### config.mk
export PLATFORM = sky130hd
export DESIGN_NAME = multiword_adder
export DESIGN_NICKNAME = d
export VERILOG_FILES = /design/src/rtl/multiword_adder.sv
export SDC_FILE = /design/constraint.sdc
export NUM_CORES = 1
export LEC_CHECK = 0
export CAP_MARGIN = 40
export CORE_MARGIN = 1.5
export CORE_UTILIZATION = 50
export CTS_CLUSTER_SIZE = 30
export DETAILED_ROUTE_END_ITERATION = 8
export PLACE_DENSITY = 0.77
export SYNTH_ARGS = -nofsm -noshare
export SYNTH_HDL_FRONTEND = slang
export SYNTH_SLANG_ARGS = --single-unit
export TNS_END_PERCENT = 50
### constraint.sdc
create_clock -name clk -period 10.4 [get_ports clk]
set_clock_uncertainty 0.2 [all_clocks]
set_input_delay 1.04 -clock clk [delete_from_list [all_inputs] [get_ports clk]]
set_output_delay 1.04 -clock clk [all_outputs]
set_load 0.02 [all_outputs]
### src/rtl/multiword_adder.sv
// Multi-word adder: adds two N*WORDS-bit unsigned operands plus a carry-in
// by streaming one N-bit chunk per clock through a single N-bit adder,
// least-significant chunk first, with the carry held in a register between
// chunks. The result is published only once the final chunk is done.

// Plain N-bit ripple adder with carry in and carry out.
module adder #(
    parameter int N = 8
) (
    input  logic [N-1:0] A,
    input  logic [N-1:0] B,
    input  logic         Cin,
    output logic [N-1:0] S,
    output logic         Cout
);

    // Full-width add; the bit above the chunk is the carry out.
    always_comb begin
        {Cout, S} = {1'b0, A} + {1'b0, B} + {{N{1'b0}}, Cin};
    end

endmodule

module multiword_adder #(
    parameter int N     = 8,
    parameter int WORDS = 4
) (
    input  logic                 clk,
    input  logic                 rst,
    input  logic                 start,
    input  logic [N*WORDS-1:0]   A,
    input  logic [N*WORDS-1:0]   B,
    input  logic                 Cin,
    output logic                 ready,
    output logic                 busy,
    output logic                 done,
    output logic [N*WORDS-1:0]   S,
    output logic                 Cout
);

    localparam int W  = N * WORDS;
    localparam int CW = $clog2(WORDS + 1);

    typedef enum logic [1:0] {
        IDLE,
        RUN,
        DONE
    } state_t;

    state_t          state;
    state_t          state_next;

    logic [W-1:0]    op_a;
    logic [W-1:0]    op_b;
    logic [W-1:0]    shadow;
    logic [W-1:0]    shadow_next;
    logic            carry;
    logic [CW-1:0]   cnt;
    logic            last_chunk;

    logic [N-1:0]    chunk_a;
    logic [N-1:0]    chunk_b;
    logic [N-1:0]    chunk_s;
    logic            chunk_cout;

    assign last_chunk = (cnt == CW'(WORDS - 1));

    // Select the operand chunks addressed by the chunk counter.
    always_comb begin
        chunk_a = '0;
        chunk_b = '0;
        for (int unsigned i = 0; i < WORDS; i++) begin
            if (cnt == CW'(i)) begin
                chunk_a = op_a[i*N +: N];
                chunk_b = op_b[i*N +: N];
            end
        end
    end

    adder #(
        .N(N)
    ) u_adder (
        .A    (chunk_a),
        .B    (chunk_b),
        .Cin  (carry),
        .S    (chunk_s),
        .Cout (chunk_cout)
    );

    // Shadow sum with the current chunk merged in, so the final edge can
    // publish the complete result including the chunk computed that cycle.
    always_comb begin
        shadow_next = shadow;
        for (int unsigned i = 0; i < WORDS; i++) begin
            if (cnt == CW'(i)) begin
                shadow_next[i*N +: N] = chunk_s;
            end
        end
    end

    // State register.
    always_ff @(posedge clk or posedge rst) begin
        if (rst) begin
            state <= IDLE;
        end else begin
            state <= state_next;
        end
    end

    // Next-state logic: IDLE waits for start, RUN walks the chunks, DONE lasts one cycle.
    always_comb begin
        state_next = state;
        case (state)
            IDLE: begin
                if (start) begin
                    state_next = RUN;
                end
            end
            RUN: begin
                if (last_chunk) begin
                    state_next = DONE;
                end
            end
            DONE: begin
                state_next = IDLE;
            end
            default: begin
                state_next = IDLE;
            end
        endcase
    end

    // Status outputs decoded from the state.
    always_comb begin
        ready = 1'b0;
        busy  = 1'b0;
        done  = 1'b0;
        case (state)
            IDLE:    ready = 1'b1;
            RUN:     busy  = 1'b1;
            DONE:    done  = 1'b1;
            default: ready = 1'b0;
        endcase
    end

    // Datapath: capture operands on accept, accumulate chunks in RUN, publish at the end.
    always_ff @(posedge clk or posedge rst) begin
        if (rst) begin
            op_a   <= '0;
            op_b   <= '0;
            shadow <= '0;
            carry  <= 1'b0;
            cnt    <= '0;
            S      <= '0;
            Cout   <= 1'b0;
        end else begin
            case (state)
                IDLE: begin
                    if (start) begin
                        op_a  <= A;
                        op_b  <= B;
                        carry <= Cin;
                        cnt   <= '0;
                    end
                end
                RUN: begin
                    shadow <= shadow_next;
                    carry  <= chunk_cout;
                    cnt    <= cnt + CW'(1);
                    if (last_chunk) begin
                        S    <= shadow_next;
                        Cout <= chunk_cout;
                    end
                end
                default: begin
                end
            endcase
        end
    end

endmodule

* Word level (Yosys, flattened, before mapping)
Index checks and enable logic that the tools add are counted.
** Storage, ports and cells
- Output and inout port bits :: 36
- Logic and storage cells :: 47
- Bits of input ports :: 68
- Register bits after elaboration :: 135
** Cells by class
- Reductions and logical operators :: 7
- Add/sub/neg operators :: 3
- Equality and inequality tests :: 7
- Multiplexer cells :: 22
** Operators by type and width (number)
- 2-to-1 mux 8 bit :: 12
- adder 8 x 8 -> 9 bit :: 1
- adder 9 x 1 -> 9 bit :: 1
- AND reduction 2 bit :: 4
- equality test 3 x 2 -> 1 bit (second input constant) :: 2
- one-hot mux 3 bit (2 select lines) :: 1
- 2-to-1 mux 1 bit :: 4
- 2-to-1 mux 2 bit :: 2
- != test 2 bit (second input constant) :: 2
- one-hot mux 2 bit (2 select lines) :: 1
- adder 3 x 1 -> 3 bit (second input constant) :: 1
- equality test 3 x 1 -> 1 bit (second input constant) :: 1
- zero test 3 bit :: 1
- 2-to-1 mux 3 bit :: 1
- equality test 2 x 1 -> 1 bit (second input constant) :: 1
- equality test 2 bit (second input constant) :: 1
- zero test 2 bit :: 1
- one-hot mux 1 bit (2 select lines) :: 1
- nonzero test 2 bit :: 1

* Longest topological paths before layout
Gate-level depths: netlist of the first run.
- Word-level depth :: 8
- Gate-level depth with buffers :: 16
- Mapped depth without buffers :: 15

* Hierarchy
From an unflattened synthesis of the first run, not the netlist that was laid out.
** Unflattened totals
- Cell total of the unflattened synthesis :: 600
- Area total of the unflattened synthesis :: 5843.1 sq um
** By module, submodules not included
- multiword_adder :: cells each 560, sequential area each 3178.0 sq um, times used 1, area each 5511.5 sq um
- adder :: cells each 40, sequential area each 0.0 sq um, times used 1, area each 331.6 sq um

* Worst setup path after synthesis of the first run
OpenSTA, ideal clock, no wires.
- Kind :: reg2reg
- From :: register cnt[0]
- To :: register S[28]
- Cell stages (with the launch flop) :: 17
- Slack :: 7.060 ns
- Library setup time :: 0.117 ns
- Path buffers :: 2
- Arrival :: 3.023 ns
- Clock period less this slack :: 3.340 ns
- Data required time :: 10.083 ns
- Path through :: dfrtp_1 > inv_1 > ha_1 > nor2b_1 > clkbuf_1 > clkbuf_1 > a221oi_1 > nor3_1 > a21oi_1 > fa_1 > inv_1 > fa_1 > a21o_1 > a21oi_1 > xor2_1 > nand2b_1 > nand2_1
** Between the ends
- Cells in the longest elaborated chain, start to end :: 8
- Elaborated cells between the ends (all ways) :: 16
- Those cells by class :: 2 x add/sub; 3 x eq/ne; 9 x mux; 2 x reduce/logical
** RTL lines
- from (decl) :: line 58 : logic [CW-1:0] cnt;
- from (signal assigned) :: line 169 : cnt <= cnt + CW'(1);
- zero test 3 bit :: line 73 : if (cnt == CW'(i)) begin
- 2-to-1 mux 8 bit (4 in series) :: line 73
- adder 8 x 8 -> 9 bit :: line 19 : {Cout, S} = {1'b0, A} + {1'b0, B} + {{N{1'b0}}, Cin};
- adder 9 x 1 -> 9 bit :: line 19
- 2-to-1 mux 8 bit :: line 95 : if (cnt == CW'(i)) begin
- to (signal assigned) :: line 171 : S <= shadow_next;
- to (decl) :: line 37 : output logic [N*WORDS-1:0] S,
Parallel ways exist; a longest one is shown, timed or not.
A chain may end at the register's enable or synchronous reset.

* Worst setup path after layout of the first run
- From :: register cnt[0]
- To :: register S[4]
** Between the ends
- Cells in the longest elaborated chain, start to end :: 8
- Elaborated cells between the ends (all ways) :: 16
- Those cells by class :: 2 x add/sub; 3 x eq/ne; 9 x mux; 2 x reduce/logical
** RTL lines (line)
- zero test 3 bit :: 73, 95
- 2-to-1 mux 8 bit (4 in series) :: 73
- adder 8 x 8 -> 9 bit :: 19
- adder 9 x 1 -> 9 bit :: 19
- 2-to-1 mux 8 bit :: 95
Parallel ways exist; a longest one is shown, timed or not.

==> results of run 1 <==
[per-stage QoR]
step / hold slack (ns) / util [%] / setup slack (ns) / cell area [sq um] / power [uW]
floorplan: 0.2418 / - / 5.776 / 5753 / 1867
global placement: 0.2529 / 61.96 / 6.393 / 6834 / 2303
detailed placement: 0.2656 / 62.48 / 6.332 / 6892 / 2366
CTS: 0.2786 / 67.94 / 6.302 / 7495 / 2993
global route: 0.3110 / 67.94 / 5.935 / 7495 / 3191
finish: 0.2738 / 67.94 / 6.216 / 7495 / 2999
[final timing paths]
kind                       depth (start not counted)  slack, ns       end
max reg2reg                                       14       6.22      S[4]
min                                                2       0.27      S[8]
min in group asynchronous                          2       0.79   op_b[4]
max                                               14       6.22      S[4]
max in group asynchronous                          4       8.06  op_a[31]
min reg2reg                                        2       0.27      S[8]
[placed cells by master, fill, tap and decap left out, types with 3 or more instances in the layout]
cell / count
a21oi_1: 18
mux2_2: 67
inv_1: 7
nand2b_1: 6
a31oi_1: 6
clkinv_2: 3
bufinv_16: 3
nand3_1: 9
clkbuf_16: 17
buf_4: 5
o211ai_1: 7
o21ai_1: 5
ha_1: 12
nor2b_1: 4
a221o_1: 14
dfrtp_1: 127
o21ai_0: 68
clkdlybuf4s50_1: 103
nor2_1: 19
nand2_1: 83
and3_1: 6
clkinv_4: 3
[power by group through the flow]
stage               logic (uW)  registers [uW]  clock network, uW
floorplan                  960             908                  0
global placement          1430             877                  0
finish                    1510             888                606
detailed placement        1470             891                  0
global route              1640             911                636
CTS                       1500             884                611
[sequential cells by signal, indices dropped and copies added, names as in the netlist]
| name | cells |
|---|---|
| cnt | 3 |
| state | 2 |
| op_a | 32 |
| shadow | 24 |
| S | 32 |
| op_b | 32 |
| Cout | 1 |
| carry | 1 |
[worst max-delay path: cells and delay by family, from the launching register on]
family / cells / cell delay [ns]
and+or+nand+nor: 3 / 1.16
adders and majority gates: 3 / 0.78
AOI/OAI and AO/OA: 5 / 0.72
xor gates and xnor gates: 1 / 0.56
DFF: 1 / 0.42
buffers and inverters: 2 / 0.19
[routing by layer]
metal  vias to the layer above  global-route usage [%]  wire length (um)  share of wire [%]
li1                       2022                       -                 -                  -
met1                      2166                   32.74              5879                 42
met2                       205                   42.20              6943                 49
met3                        30                   4.879               953                6.8
met4                         0                   8.883               320                2.3
met5                         -                       0                 0                  0
[cells by family (layout without fill, tap and decap cells)]
| kind of cell | count (synthesis) | after routing |
|---|---|---|
| AOI/OAI and AO/OA | 130 | 130 |
| buffers and inverters | 42 | 151 |
| adders and majority gates | 14 | 14 |
| and+or+nand+nor | 134 | 134 |
| DFF | 127 | 127 |
| xor gates and xnor gates | 4 | 4 |
| muxes | 67 | 67 |
[cell type report]
class                           instances  area, sq um
Clock inverter                         13        163.9
Fill cell                             832         3536
Inverter                                9        36.28
Sequential cell                       127         3178
Multi-Input combinational cell        349         2376
Clock buffer                           18        439.2
Tap cell                              140        175.2
Timing Repair Buffer                  111         1126
==> results.yml, run 1 <==
placed_design:
  numPortBuffers: 103
  placed_cells: 736
  place.gp.congestion: 0.8339
  dpl.hpwl_um: 9909
setup_path:
  slowest_delay_ns: 0.68
  worstPathCellList: "inv_1 > ha_1 > nand2b_1 > nor2_2 > a221oi_1 > nor3_1 > a21oi_1 > fa_1 > inv_1 > fa_1 > a21o_1 > a21oi_1 > xor2_1 > o211ai_1"
  path_class: "reg -> reg"
  crit_path_top_delay_cell: "nor2_2"
  reg2reg_from: "cnt[0]"
  crit_fanout: 16
  crit_path_start_kind: "register"
  worstPathRequired_ns: 10.46
  crit_start: "cnt[0]"
  arrival_ns: 4.25
  end_kind: "register"
synth:
  synth_edf_count: 0
  yosysTopAreaCell: "dfrtp_1"
  ys_seq_area_share_pct: 55.24
  synth_area_leaders: "dfrtp_1, mux2_2, o21ai_0, nand2_1, ha_1"
  ys_types: 40
  ys_ff_latch: 127
  synth.avg_cell_area_sq_um: 11.11
  synth_compound_area_share_pct: 14.07
  synthMuxAreaShare_pct: 13.11
  yosys.area_share.adder_pct: 3.306
  synth_common_cells: "dfrtp_1, nand2_1, o21ai_0"
  synth_nets: 600
  netlist_area_sq_mm: 0.005753
  ys.flop_type: "dfrtp_1"
  yosys.area_share.simple_pct: 10.05
  synth_cells: 518
  synth_most_common_cell: "dfrtp_1"
  synth_top_family_by_area: "compound AO/OA/AOI/OAI gates"
  yosysWarnings: 0
  async_reset_ff_share_pct: 100.0
  yosysTopAreaCellShare_pct: 55.24
  synthXorXnorAreaFrac_pct: 0.7395
clock_network:
  root_buffer: "clkbuf_16"
  cts_setup_buffers: 0
  clkTransAtPathRegs_ns: 0.06
  cts_tree: "yes"
  clock-sinks: 127
  clockBufferDepth: 2
  cts_buffers: 17
  insertion_delay_ns: 0.42
  postCtsHoldBufs: 0
  cts_resized: 0
  htreeDepth: 4
die:
  fp.dieW_um: 110.3
  ios: 104
  dieArea_sq_mm: 0.01216
  die_y_um: 110.3
  core_sq_mm: 0.01103
  initial_utilization_pct: 52.16
  fp-row-count: 38
global_route:
  gr-total-overflow: 0
  grt_pass1_vias: 4433
  grt_start_max_net_pins: 70
  grtUsageTotal_pct: 25.18
  grt_pass1_wl_um: 22750
  antenna_found_initial: 0
pwr:
  power_density_mw_per_mm2: 400.2
  p_sw_uw: 1267
  power_leakage_uw: 0.003213
  seqPwrFrac_pct: 29.6
  swShare_pct: 42.25
  power_frac_comb_pct: 50.2
  ir_drop_uv: 209.1
  clkPwrFrac_pct: 20.2
  internal-power_uw: 1732
final_layout:
  drive_above_1_share_pct: 18.66
  fin_nets: 697
  stdcell_count: 767
  syn_to_final_growth_pct: 30.27
  n_antenna_cell: 0
detailed_routing:
  ant_nets: 0
  viasPerCell: 5.767
  drc: 0
  first_iter_violations: 292
  routedWlPerCell_um: 18.38
  dr.pass1.iters: 5
  vias: 4423
  routed_wl_um: 14100
timing:
  post-route-period-util_pct: 40.23
  tightest_slew_ns: 0.8561
  slew_headroom_pct: 42.52
  fmax_ghz: 0.2390
  period_minus_slack_ns: 4.184
  setup_viol_count_final: 0
  fin_setup_tns_ns: 0
  hold_viol: 0
  rsz0062_at_grt: "no"
  slew_viol_final: 0
run:
  cap_violations: 0
outcome:
  status: "finished clean"
hold_path:
  hold_class: "reg -> reg"
  min-delay-start: "S[8]"
(Power assumes the default switching activity.)
==> run 2, diff against run 1 <==
- clock period: 10.4 -> 4.2 ns (I/O delays scaled with it)
==> results.yml, run 2 (synthesis gave the netlist of run 1 again) <==
setup_path:
  crit_path_top_delay_cell: "xor2_1"
  crit_path_start_kind: "register"
  arrival_ns: 3.80
  worstPathCellList: "ha_1 > nor2b_1 > buf_4 > a221oi_1 > nor3_1 > a21oi_1 > fa_1 > inv_1 > fa_1 > a21o_1 > a21oi_1 > xor2_1 > nand2b_1 > nand2_1"
  slowest_delay_ns: 0.44
  end_kind: "register"
  path_class: "reg -> reg"
  crit_fanout: 7
  worstPathRequired_ns: 4.29
timing:
  period_minus_slack_ns: 3.705
  rsz0062_at_grt: "no"
  slew_viol_final: 0
  fmax_ghz: 0.2699
  setup_viol_count_final: 0
  fin_setup_tns_ns: 0
  hold_viol: 0
  tightest_slew_ns: 0.8346
  slew_headroom_pct: 44.36
  post-route-period-util_pct: 88.22
  holdWs_ns: 0.2788
clock_network:
  clockBufferDepth: 2
  htreeDepth: 4
  postCtsHoldBufs: 0
  clkTransAtPathRegs_ns: 0.06
  cts_tree: "yes"
  cts_buffers: 17
  root_buffer: "clkbuf_16"
  cts_resized: 0
  clock-sinks: 127
  cts_setup_buffers: 0
  insertion_delay_ns: 0.40
final_layout:
  stdcell_count: 775
  fin_nets: 704
  final_common_cell: "dfrtp_1"
  largestRegisters: "S x32, op_a x32, op_b x32"
  syn_to_final_growth_pct: 31.04
  drive_above_1_share_pct: 19.53
  n_antenna_cell: 0
  final_cell_mix: "dfrtp_1, clkdlybuf4s50_1, nand2_1"
global_route:
  antenna_found_initial: 0
  gr-total-overflow: 0
  grt_start_max_net_pins: 70
  grt_pass1_vias: 4404
  grtUsageTotal_pct: 25.63
  grt_pass1_wl_um: 23030
pwr:
  internal-power_uw: 4349
  ir_drop_uv: 542.2
  power_frac_comb_pct: 50.9
  clkPwrFrac_pct: 19.2
  swShare_pct: 41.79
  p_sw_uw: 3122
  seqPwrFrac_pct: 29.9
  power_leakage_uw: 0.003236
  power_density_mw_per_mm2: 991.0
detailed_routing:
  routedWlPerCell_um: 18.28
  vias: 4345
  routed_wl_um: 14170
  drc: 0
  ant_nets: 0
  first_iter_violations: 261
  viasPerCell: 5.606
  dr.pass1.iters: 5
run:
  cap_violations: 0
die:
  core_sq_mm: 0.01103
  die_y_um: 110.3
  fp-row-count: 38
  dieArea_sq_mm: 0.01216
  ios: 104
  initial_utilization_pct: 52.16
  fp.dieW_um: 110.3
outcome:
  status: "finished clean"
placed_design:
  numPortBuffers: 103
  placed_cells: 743
  dpl.hpwl_um: 9863
  place.gp.congestion: 0.8703
hold_path:
  hold_class: "in -> async"
## run 2: cell types whose count changed in the layout (fill, tap and decap cells not counted)
cell        change
clkbuf_1        +1
buf_4           +7
inv_6           -2
buf_8           -2
clkinvlp_4      +1
buf_12          +2
bufinv_16       -1
clkinv_4        +2
## run 2: worst paths after layout
kind / startpoint / endpoint / slack, ns / depth (start not counted)
setup / recovery: cnt[0] / S[28] / 0.49 / 14
min in group clk: shadow[11] / shadow[11] / 0.28 / 2
max in group asynchronous: rst / shadow[7] / 2.69 / 3
setup reg to reg: cnt[0] / S[28] / 0.49 / 14
hold / removal: rst / op_b[13] / 0.28 / 2
hold reg to reg: shadow[11] / shadow[11] / 0.28 / 2
## run 2: worst max-delay path, delay by kind of cell, from the launching register on
family / cells / cell delay (ns)
AOI/OAI and AO/OA: 4 / 0.91
xor gates and xnor gates: 1 / 0.44
buffers and inverters: 2 / 0.23
DFF: 1 / 0.43
and+or+nand+nor: 4 / 0.49
adders and majority gates: 3 / 0.90
## run 2: metal layers
layer | share of wire [%] | up-vias | track usage (%)
met2 | 50 | 190 | 43.56
met5 | 0 | - | 0
met1 | 42 | 2101 | 33.07
met3 | 6.1 | 18 | 5.173
li1 | - | 2036 | -
met4 | 1.5 | 0 | 7.967
## run 2: power groups by stage
stage	sequential (uW)	clock, uW	combinational, uW
global route	2300	1510	4170
global placement	2210	0	3630
CTS	2230	1450	3780
finish	2240	1430	3800
floorplan	2250	0	2380
detailed placement	2230	0	3740
## run 2: cell type report
type	instances	area, sq um
fillers	841	3492
flip-flops and latches	127	3178
multi-input cells	349	2376
inverters	9	36.28
well taps	140	175.2
repair buffers	118	1189
clock inverters	13	141.4
clock buffers	19	442.9
## run 2: metrics by stage
| step | util, % | total power, uW | worst slack (ns) | area [sq um] |
|---|---|---|---|---|
| floorplan | - | 4624 | 0.1957 | 5753 |
| global placement | 62.79 | 5834 | 0.6546 | 6927 |
| detailed placement | 63.04 | 5974 | 0.5326 | 6954 |
| CTS | 68.34 | 7460 | 0.5118 | 7538 |
| global route | 68.34 | 7973 | 0.1262 | 7538 |
| finish | 68.34 | 7471 | 0.4948 | 7538 |
==> run 3, diff against run 2 <==
- CTS_CLUSTER_DIAMETER: unset -> 100
==> results of run 3 <==
Same layout as run 2: the final DEF is identical, and so are final timing and power.
